==> src/rtl/count_seq_pkg.sv <==
// Shared types and constants for the FND count sequencer.
// No logic: the state encoding, count width and default wrap value.
package count_seq_pkg;

   typedef enum logic [1:0] {
      STOP  = 2'd0,
      RUN   = 2'd1,
      CLEAR = 2'd2
   } state_t;

   localparam int COUNT_W       = 14;
   localparam int DEF_MAX_COUNT = 9999;

endpackage

==> src/rtl/btn_edge_detect.sv <==
// One button: 2-FF synchronizer plus a rising-edge pulse, one cycle wide per press.
// Event is visible two edges after the level is first captured; no backpressure.
module btn_edge_detect (
   input  logic clk,
   input  logic reset,
   input  logic btn_in,
   output logic btn_edge
);

   logic r_sync1;
   logic r_sync2;
   logic r_dly;

   always_ff @(posedge clk or posedge reset) begin
      if (reset) begin
         r_sync1 <= 1'b0;
         r_sync2 <= 1'b0;
         r_dly   <= 1'b0;
      end else begin
         r_sync1 <= btn_in;
         r_sync2 <= r_sync1;
         r_dly   <= r_sync2;
      end
   end

   assign btn_edge = r_sync2 & ~r_dly;

endmodule

==> src/rtl/count_sequencer.sv <==
// Run/stop/clear sequencer producing a 0..MAX_COUNT value for the FND display.
// State/mode update two edges after a button is captured; count steps every DIV cycles in RUN.
module count_sequencer
   import count_seq_pkg::*;
#(
   parameter int CLK_HZ    = 100_000_000,
   parameter int TICK_HZ   = 10,
   parameter int MAX_COUNT = DEF_MAX_COUNT
) (
   input  logic               clk,
   input  logic               reset,
   input  logic               btn_run_stop,
   input  logic               btn_clear,
   input  logic               btn_mode,
   output logic [COUNT_W-1:0] count_data,
   output logic               running,
   output logic               mode_down,
   output logic               tick
);

   localparam int                 DIV      = CLK_HZ / TICK_HZ;
   localparam int                 DIV_W    = (DIV > 2) ? $clog2(DIV) : 1;
   localparam logic [DIV_W-1:0]   DIV_LAST = DIV_W'(DIV - 1);
   localparam logic [DIV_W-1:0]   DIV_ONE  = DIV_W'(1);
   localparam logic [COUNT_W-1:0] MAX_C    = COUNT_W'(MAX_COUNT);
   localparam logic [COUNT_W-1:0] ONE_C    = COUNT_W'(1);

   logic               w_ev_rs;
   logic               w_ev_clr;
   logic               w_ev_mode;
   state_t             r_state;
   state_t             w_state_nxt;
   logic [DIV_W-1:0]   r_div;
   logic               r_mode_down;
   logic [COUNT_W-1:0] r_count;
   logic [COUNT_W-1:0] w_count_step;

   btn_edge_detect u_rs  (.clk(clk), .reset(reset), .btn_in(btn_run_stop), .btn_edge(w_ev_rs));
   btn_edge_detect u_clr (.clk(clk), .reset(reset), .btn_in(btn_clear),    .btn_edge(w_ev_clr));
   btn_edge_detect u_md  (.clk(clk), .reset(reset), .btn_in(btn_mode),     .btn_edge(w_ev_mode));

   always_ff @(posedge clk or posedge reset) begin
      if (reset) r_state <= STOP;
      else       r_state <= w_state_nxt;
   end

   // run_stop has priority over clear when both land in STOP together
   always_comb begin
      w_state_nxt = r_state;
      case (r_state)
         STOP: begin
            if (w_ev_rs)       w_state_nxt = RUN;
            else if (w_ev_clr) w_state_nxt = CLEAR;
         end
         RUN:     if (w_ev_rs) w_state_nxt = STOP;
         CLEAR:   w_state_nxt = STOP;
         default: w_state_nxt = STOP;
      endcase
   end

   always_comb begin
      running = (r_state == RUN);
      tick    = (r_state == RUN) && (r_div == DIV_LAST);
   end

   // Leaving RUN zeroes the divider so a restart always gets a full period
   always_ff @(posedge clk or posedge reset) begin
      if (reset) begin
         r_div <= '0;
      end else if (r_state == RUN && w_state_nxt == RUN) begin
         r_div <= (r_div == DIV_LAST) ? '0 : r_div + DIV_ONE;
      end else begin
         r_div <= '0;
      end
   end

   always_ff @(posedge clk or posedge reset) begin
      if (reset)          r_mode_down <= 1'b0;
      else if (w_ev_mode) r_mode_down <= ~r_mode_down;
   end

   always_comb begin
      if (r_mode_down) w_count_step = (r_count == '0)    ? MAX_C : r_count - ONE_C;
      else             w_count_step = (r_count >= MAX_C) ? '0    : r_count + ONE_C;
   end

   always_ff @(posedge clk or posedge reset) begin
      if (reset)                     r_count <= '0;
      else if (w_state_nxt == CLEAR) r_count <= '0;
      else if (tick)                 r_count <= w_count_step;
   end

   assign count_data = r_count;
   assign mode_down  = r_mode_down;

endmodule

==> config.mk <==
export PLATFORM = sky130hd
export DESIGN_NAME = count_sequencer
export DESIGN_NICKNAME = d
export VERILOG_FILES = /design/src/rtl/count_seq_pkg.sv /design/src/rtl/btn_edge_detect.sv /design/src/rtl/count_sequencer.sv
export SDC_FILE = /design/constraint.sdc
export NUM_CORES = 1
export LEC_CHECK = 0
export CORE_MARGIN = 5
export CORE_UTILIZATION = 30
export CTS_CLUSTER_DIAMETER = 150
export DETAILED_ROUTE_END_ITERATION = 16
export SYNTH_ARGS = -nofsm -noshare
export SYNTH_HDL_FRONTEND = slang
export SYNTH_SLANG_ARGS = --single-unit
export TNS_END_PERCENT = 5
==> constraint.sdc <==
create_clock -name clk -period 2.6 [get_ports clk]
set_clock_uncertainty 0.2 [all_clocks]
set_input_delay 0.52 -clock clk [delete_from_list [all_inputs] [get_ports clk]]
set_output_delay 0.52 -clock clk [all_outputs]
set_load 0.02 [all_outputs]
Word level (Yosys, flattened, before mapping)
Cells that the tools add are included.
W data, S select, Z words.
{"block": "op_classes", "add_sub_neg": 3, "magnitude_cmp": 1, "n_eq_ne": 4, "muxes": 11, "bitwise_logic": 7, "n_reduce_logical": 5}
{"operator": "$mux W14", "n": 5}
{"operator": "$mux W24", "n": 2}
{"operator": "$add A24 B1 Y24 const B", "n": 1}
{"operator": "$eq A24 B24 Y1 const B", "n": 1}
{"operator": "$add A14 B1 Y14 const B", "n": 1}
{"operator": "$ge A14 B14 Y1 const B", "n": 1}
{"operator": "$logic_not A14 Y1", "n": 1}
{"operator": "$sub A14 B1 Y14 const B", "n": 1}
{"operator": "$mux W2", "n": 3}
{"operator": "$eq A2 B1 Y1 const B", "n": 2}
{"operator": "$not A1 Y1", "n": 4}
{"operator": "$pmux W2 S2", "n": 1}
{"operator": "$and A1 B1 Y1", "n": 3}
{"operator": "$eq A2 B2 Y1 const B", "n": 1}
{"operator": "$logic_and A1 B1 Y1", "n": 2}
{"operator": "$logic_not A2 Y1", "n": 1}
{"operator": "$reduce_bool A2 Y1", "n": 1}
{"block": "word_totals", "register_bits": 50, "in_bits": 5, "output_inout_bits": 17, "wordCells": 44}

Longest topological paths before layout
Gate-level depths: netlist (run 1).
{"block": "depth", "ltp_word": 8, "ltp_mapped": 9}

By module
Synthesis (run 1) repeated with hierarchy kept, for this count alone.
{"block": "unflattened", "hier_cells": 312, "area_unflattened_um2": 2821.5}
{"module": "count_sequencer", "instances": 1, "cells_each": 297, "area_each_um2": 2543.7, "seq_area_each_um2": 1026.0}
{"module": "btn_edge_detect", "instances": 3, "cells_each": 5, "area_each_um2": 92.6, "seq_area_each_um2": 75.1}

Least setup slack after synthesis (run 1)
OpenSTA, ideal clock, no wires.
{"block": "synth_path", "path_kind": "register to register", "start": "register r_count[0], in the netlist count_data[0]", "end": "register r_count[3], in the netlist count_data[3]", "t_arrival_ns": 1.983, "slack_ns": 0.292, "stages_incl_launch_ff": 10, "n_path_buf": 1, "period_less_slack_ns": 2.308, "path_cell_list": "dfrtp_1 clkbuf_1 inv_1 ha_1 nor3b_1 and4_1 nor2b_1 o21ai_0 o2111ai_1 nand2_1"}
{"block": "synth_via", "elab_chain_len": 5, "elab_cells_between_ends": 9}
{"item": "from (decl)", "line_no": "count_sequencer.sv:35", "source": "logic [COUNT_W-1:0] r_count;"}
{"item": "from (signal assigned)", "line_no": "count_sequencer.sv:90", "source": "else if (tick) r_count <= w_count_step;"}
{"item": "$add A14 B1 Y14, or another cell as far along", "line_no": "count_sequencer.sv:84", "source": "else w_count_step = (r_count >= MAX_C) ? '0 : r_count + ONE_C;"}
{"item": "$mux W14, on equally long branches", "line_no": "count_sequencer.sv:84, count_sequencer.sv:83"}
{"item": "$mux W14 *", "line_no": "count_sequencer.sv:83", "source": "if (r_mode_down) w_count_step = (r_count == '0) ? MAX_C : r_count - ONE_C;"}
{"item": "$mux W14 *", "line_no": "count_sequencer.sv:90"}
{"item": "$mux W14 *", "line_no": "count_sequencer.sv:89", "source": "else if (w_state_nxt == CLEAR) r_count <= '0;"}
Every way passes the cells marked *; elsewhere a longest branch is shown, timed or not. The select of a mux whose other input is x is not followed.
A chain may end at the register's enable or synchronous reset.

Worst setup path after layout (run 1)
{"block": "layout_path", "start": "register r_div[18]", "end": "output port tick"}
{"block": "layout_via", "elab_chain_len": 2}
{"item": "from (decl)", "line_no": "count_sequencer.sv:33", "source": "logic [DIV_W-1:0] r_div;"}
{"item": "from (signal assigned)", "line_no": "count_sequencer.sv:71", "source": "r_div <= (r_div == DIV_LAST) ? '0 : r_div + DIV_ONE;"}
{"item": "$eq A24 B24 Y1", "line_no": "count_sequencer.sv:63", "source": "tick = (r_state == RUN) && (r_div == DIV_LAST);"}
{"item": "$logic_and A1 B1 Y1", "line_no": "count_sequencer.sv:63"}
{"item": "to (decl)", "line_no": "count_sequencer.sv:18", "source": "output logic tick"}
No other way between the ends.

==> reports/summary.md, run 1 <==
Clock-pin slew was measured on the worst setup and hold paths at 100 ps. Clock buffer count from CTS: 5. In this run the most critical hold path is launched from u_clr.r_sync1.

The logs give 4750 um for the HPWL after detailed placement and 169 ps for the setup slack after layout. For the worst setup path, the data required time is 1880 ps. After synthesis, flip-flops and latches occupy 45.2% of the total area. In the synthesized netlist the dominant register cell turns out to be dfrtp_1. The number of cells traversed by the worst hold path is 0. The worst hold slack after final layout is 155 ps, and the antenna diode count is 0. The post-CTS resize count was 2. The measured slew at the worst slew-check pin is 609 ps, and the number of flip-flops under the largest register name is 24. The height of the die was 106 um.

The clock reaches the later pin of the worst-skew pair after 300 ps. The critical path is of the flip-flop to primary output type. Across all layers, the routed design uses 2,381 vias. The class of the most critical hold timing path is flip-flop to flip-flop. The tools report the global-route wire length before repair as 11,000 um.

In this run, the number of DRC markers left after iteration 0 of detailed routing was 123. The die outline area is 0.0113 mm2, and the post-synthesis register bit count is 50. The run gives 0 as the number of max-slew violations in the final report. The total wirelength of the detailed-routed design is 6530 um.

In this run the deepest clock path goes through 2 buffers. Cells with a size suffix above 1 make up 11.8% of the layout. Power spread over the standard cell area amounts to 525 mW/mm2.

Max-cap violations in this run came to 0. The number of cells on the worst reg-to-reg path is 6. The worst setup path is launched from a flip-flop. Measured against its own limit, the worst slew margin works out to 59.3%. The number of buffers added on ports was 21. The number of I/O pins came out at 22. Entering global routing, the biggest net connects 51 pins. After detailed routing, the number of vias per cell comes to 5.10. The global placement routability congestion was 0.850; the number of flops mapped to enable cells by yosys was 0. For the worst setup path, the data arrival time is 1710 ps. In this run the critical register-to-register path is launched from r_div[0].

The logs give 0 for the post-route antenna net violation count and 0 for the number of setup violations in the final report. The tools report the cell at the root of the clock tree as clkbuf_8. The worst setup path is captured at a primary output. Traced cell by cell, the critical path runs through nor4_1, and3_1, and4_1, clkbuf_2.

The tools report the H-tree depth reported by CTS as 2. Worst-path cell with the longest stage delay: dfrtp_1. Summed over all cells, the static leakage comes to 1.34 nW. The average cell area after synthesis was 8.74 um2. Count of hold buffers inserted by post-cts repair: 0. The number of clock sinks came out at 50.

The number of endpoints with negative hold slack in the final report is 0. The die span in x came out at 106 um. The post-route clock period utilization was 93.5%; the delay of the slowest critical-path stage was 430 ps.

The worst path in the final design needs a cycle of 2430 ps, including I/O delays and setup. The final layout contains 363 nets. The cell family contributing the most delay on the critical path is simple AND/OR/NAND/NOR gates.

Number of buffer and inverter instances along the worst setup path: 1. For the pre-CTS setup slack, the log shows 75.0 ps. Timing would allow up to 0.411 GHz.

Counting flops with an async set or reset pin after synthesis yields a share of 100%. Across every metal layer, demand over resource in global routing totals 12.0%. For the starting utilization of the core area, the log shows 30.4%. The flow ran to the end, and the final reports show no timing, DRC or antenna violations. Number of warnings printed during yosys synthesis: 0.

In this run the post-CTS setup repair buffer count came out at 0. The tools report the number of iterations in the first detailed-routing pass as 4. Summed over all failing endpoints, the final setup total negative slack is 0 ps. Overall overflow remaining after global route: 0.

The number of DRC violations after detailed routing was 0. The register with the most flip-flops in the final layout is r_div. After synthesis, the netlist uses 48 different library cells. The number of antenna violations at the first check in global routing is 0, and the internal reg-to-reg setup slack is 220 ps. Relative to the synthesized area, the layout overhead comes to 20.5%. The floorplan has 35 rows. The wire length per cell after detailed routing was 14.0 um. The floorplan step defined a core boundary enclosing 0.00911 mm2. The logs give 1.75 mW for the final total power and 0.224 mV for the highest ir drop seen on vdd. Netlist area before placement: 0.00277 mm2. TritonCTS built the clock tree. The via count of the first global-routing pass is 2,250, and the peak fanout along the critical path is 4.

For hold timing, the worst endpoint is u_clr.r_sync2. Counting every net in the synthesized netlist gives 325. Setup repair after global routing left no endpoint under its margin. In the synthesized netlist, the number of instances is 317. The destination of the worst register-to-register timing path was r_div[22].
==> power breakdown <==
part	leakage, nW	switching (mW)	total (mW)	internal [mW]
clock network	0.0478	0.275	0.494	0.220
logic	0.620	0.231	0.385	0.153
registers	0.672	0.0603	0.873	0.813
total	1.34	0.566	1.75	1.19
==> per-layer routing <==
metal | track usage [%] | up-vias | wire [um]
met5 | 0 | - | 0
met4 | 3.05 | 0 | 64
li1 | - | 1183 | -
met2 | 19.1 | 39 | 3030
met1 | 16.8 | 1155 | 3230
met3 | 2.37 | 4 | 204
==> layout make-up <==
class	count	area [um2]
inverters	12	45.0
clock buffers	6	82.6
clock inverters	2	16.3
well taps	111	139
fillers	961	5770
flip-flops and latches	50	1250
repair buffers	44	390
multi-input cells	242	1410
==> worst max-delay path by stage <==
stage | startpoint | endpoint | slack [ps] | depth (start not counted)
finish | r_div[18] | tick | 170 | 4
global route | r_div[18] | tick | 5 | 4
CTS | r_div[18] | tick | 20 | 4
detailed placement | r_div[18] | tick | 70 | 4
global placement | r_div[18] | tick | 80 | 4
floorplan | count_data[0] | count_data[3] | 290 | 9
==> cells by family (layout without fill, tap and decap cells) <==
logic type               count (synthesis)  count (layout)  share of synthesized area [%]
AO/OA/AOI/OAI                           50              50                           11.2
XOR/XNOR                                28              28                           8.85
AND/OR/NAND/NOR                        160             160                           29.3
flip-flops                              50              50                           45.2
buffers and inverters                   25              64                           3.79
multiplexers                             1               1                          0.361
adder cells (fa/ha/maj)                  3               3                           1.36
==> metrics by stage <==
stage / cells / utilization, % / area (um2)
after floorplan: 317 / - / 2770
after global placement: 459 / 35.6 / 3240
after detailed placement: 459 / 35.6 / 3240
after CTS: 467 / 36.7 / 3340
after global routing: 467 / 36.6 / 3340
final: 467 / 36.6 / 3340
==> synth_stat cells, types with 3 or more instances <==
master	n	area share (%)
buf_2	3	0.54
nor2_1	48	6.5
o21ai_0	18	3.3
nor2b_1	4	0.90
a211oi_1	3	0.81
and4_1	3	0.95
or3_1	9	2.0
clkbuf_1	9	1.2
inv_1	12	1.6
nand2b_1	7	1.6
ha_1	3	1.4
and3_1	6	1.4
nor3_1	11	2.0
xnor2_1	18	5.7
nand4_1	10	2.3
nand3_1	13	2.3
dfrtp_1	50	45
nand2_1	29	3.9
a21oi_1	13	2.3
xor2_1	10	3.2
nor4_1	8	1.8
==> placed cells by master, fill, tap and decap left out, types with 2 or more instances in the layout <==
cell type        instances
a21o_1                   2
inv_1                   11
xor2_1                  10
nand4_1                 10
a21oi_1                 13
and4_1                   3
ha_1                     3
nand2_1                 29
o211ai_1                 2
o21ai_0                 18
nand3_1                 13
xnor2_1                 18
and3_1                   6
a211oi_1                 3
buf_4                   22
nor2b_1                  4
nor3_1                  11
nor4_1                   8
dfrtp_1                 50
nand2b_1                 7
clkdlybuf4s50_1         20
nor3b_1                  2
clkbuf_8                 6
or3_1                    9
nor2_1                  48
Note: power is estimated with default switching activity, not from simulation.
==> run 2: changes to the inputs <==
- CAP_MARGIN: not set -> 20
==> results of run 2 <==
The final DEF is identical to that of run 1; final timing and power are the same.
==> run 3: changes to the inputs <==
- CORE_UTILIZATION: 30 -> 55
- PLACE_DENSITY: not set -> 0.86
==> reports/summary.md, run 3 (same netlist as run 1, synthesis figures left out) <==
The antenna diode count was 0. The run gives 0 as the overall overflow remaining after global route. The number of buffer and inverter instances along the worst setup path came out at 1.

Clock tree synthesis selected as its root buffer the cell clkbuf_8. The run finished with clean final reports. For the via count of the first global-routing pass, the log shows 2,297. The run gives 58.6% as the tightest slew margin relative to the limit. For this configuration, the core starts out at a cell density of 57.5%. The height of the die was 81.0 um; the net count of the finished layout was 359. Measured along the x axis, the die boundary spans 81.0 um. The die covers 0.00656 mm2. The number of fill cells is 381.

The number of max-slew violations in the final report is 0, and the number of buffers added on ports is 21. The largest net degree at the start of global routing came out at 29. The area growth from synthesis to layout is 17.5%. For the pin with the worst max-slew slack, the measured transition is 619 ps.

Area of the placeable core: 0.00482 mm2. Max-cap violations in this run came to 0. The destination of the worst register-to-register timing path is r_div[22].

In the global route stage, overall resource usage came out at 20.9%. The congestion estimate from routability-driven global placement came to 0.964. Ranked by flip-flop count, first place goes to r_div. In this run the count of I/O pins placed on the die edge is 22. Across the whole layout, storage elements account for 0.00125 mm2. The tools report the category of the worst setup path capture point as a primary output. Before CTS, the worst setup slack after placement is 79.5 ps.

The first element of the critical path is r_div[18]. The tools report the maximum clock frequency as 0.413 GHz. For the number of setup violations in the final report, the log shows 0.

The post-route clock period utilization came out at 93.1%. For this run, design rule violations remaining after detail routing come to 0. The worst-path cell with the longest stage delay was dfrtp_1. In this run, CTS created clock tree buffers numbering 5. The multi-input combinational cell area is 0.00141 mm2.

HPWL after detailed placement: 4630 um. The end point of the critical path was tick. TritonCTS built the clock tree. Counting cells, the worst reg-to-reg path comes to 6.

The library cells used most frequently in the layout, excluding fill and tap cells, are dfrtp_1, nor2_1, nand2_1, clkdlybuf4s50_1, buf_4. Wire length per cell after detailed routing: 15.1 um. Setup repair after global routing left no endpoint under its margin. The data arrival time at the worst-slack endpoint was 1700 ps; the via count was 2,518.

In the final layout, the share of cells above drive strength 1 is 10.8%. For this design, the sink count on the clock tree is 50. In this run the number of cells on the critical path is 4. The insertion delay to the later sink of the worst-skew pair is 300 ps, and the global-route wire length before repair is 10,700 um. The delay of the slowest critical-path stage works out to 390 ps. The number of endpoints with negative hold slack in the final report was 0; the clock transition at the registers of the reported paths was 90 ps. The most common cell after layout, fill and taps aside is dfrtp_1. The routed design could run at a clock period as short as 2420 ps. The first detailed-routing pass ran for 7 iterations.

Using the TritonRoute via totals, the vias-per-cell ratio works out to 6.01. IR analysis of the VDD net gives a maximum drop of 0.357 mV. The clock tree synthesis step divided the H-tree into 2 levels. The register with the most flip-flops in the layout has 24 of them. For the worst setup path, the data required time is 1880 ps. The tools report the startpoint of the most critical register-to-register path as r_div[0]. In this run, the number of DRC markers left after iteration 0 of detailed routing was 175.

The internal reg-to-reg setup slack is 230 ps. In this run the static leakage power is 1.32 nW. The cell family with the largest share of critical-path delay is simple AND/OR/NAND/NOR gates. After layout, the worst setup slack is 181 ps. The critical path goes through nor4_1, and3_1, and4_1, clkbuf_2. The logs give 0 ps for the final total negative setup slack and 0 for the number of buffers added for setup after CTS.

The number of antenna violations at the first check in global routing was 0; the maximum root-to-sink buffer count was 2. The class of the most critical hold timing path was flip-flop to flip-flop. Once detail routing completed, the nets flagged for antenna violations numbered 0. Kind of critical path: flip-flop to primary output. Wires add up to 6320 um. For this design the ratio of total power to cell area is 557 mW/mm2.

Startpoint type of the worst setup path: a flip-flop. The number of core rows was 25; the peak fanout along the critical path was 3.
-- run 3: report_power, final --
group | internal [mW] | leakage (nW) | total [mW] | switching [mW]
logic | 0.166 | 0.594 | 0.403 | 0.237
clock network | 0.288 | 0.0585 | 0.544 | 0.256
registers | 0.813 | 0.672 | 0.865 | 0.0514
-- run 3: worst register-to-register path: stages, from the launching register on --
cell and delay (ps):
dfrtp_1 400, ha_1 230, nand4_1 140, buf_4 170, or4_1 610, or3_1 400, a21oi_1 140
-- run 3: layer usage --
layer | wire, um | vias to the layer above | track usage, %
li1 | - | 1178 | -
met1 | 2610 | 1202 | 27.3
met2 | 3130 | 124 | 34.6
met3 | 475 | 14 | 4.21
met4 | 97 | 0 | 7.43
met5 | 0 | - | 0
-- run 3: worst min path at each step --
stage                    endpoint  depth (start not counted)  slack (ps)           from
floorplan           u_clr.r_sync2                          0         130  u_clr.r_sync1
global placement    u_clr.r_sync2                          0         130  u_clr.r_sync1
detailed placement   u_md.r_sync2                          0         150   u_md.r_sync1
CTS                  u_md.r_sync2                          0         170   u_md.r_sync1
global route        u_clr.r_sync2                          0         170  u_clr.r_sync1
finish               u_md.r_sync2                          0         160   u_md.r_sync1
-- run 3: what timing repair did --
action                                  in CTS  in global routing
endpoints found under the hold margin        0                  0
endpoints found under the setup margin       1                  1
gates resized for setup                      1                  2
hold buffers                                 0                  0
-- run 3: stage by stage --
step	cells	utilization (%)	cell area, um2	hold WS [ps]	power (mW)
3_5_place_dp	411	65.3	3150	146	1.27
4_1_cts	419	67.6	3260	168	1.82
6_report	419	67.6	3250	160	1.81
5_1_grt	419	67.6	3250	173	1.91
2_1_floorplan	317	-	2770	131	1.13
3_3_place_gp	411	65.3	3150	132	1.26
-- run 3: cell type report --
type                       instances  share of cell area [%]
clock buffer                       5                    2.11
clock inverter                     3                    1.35
inverter                          12                    1.38
multi-input combinational        242                    43.4
sequential                        50                    38.4
tap                               67                    2.58
timing repair buffer              40                    10.7
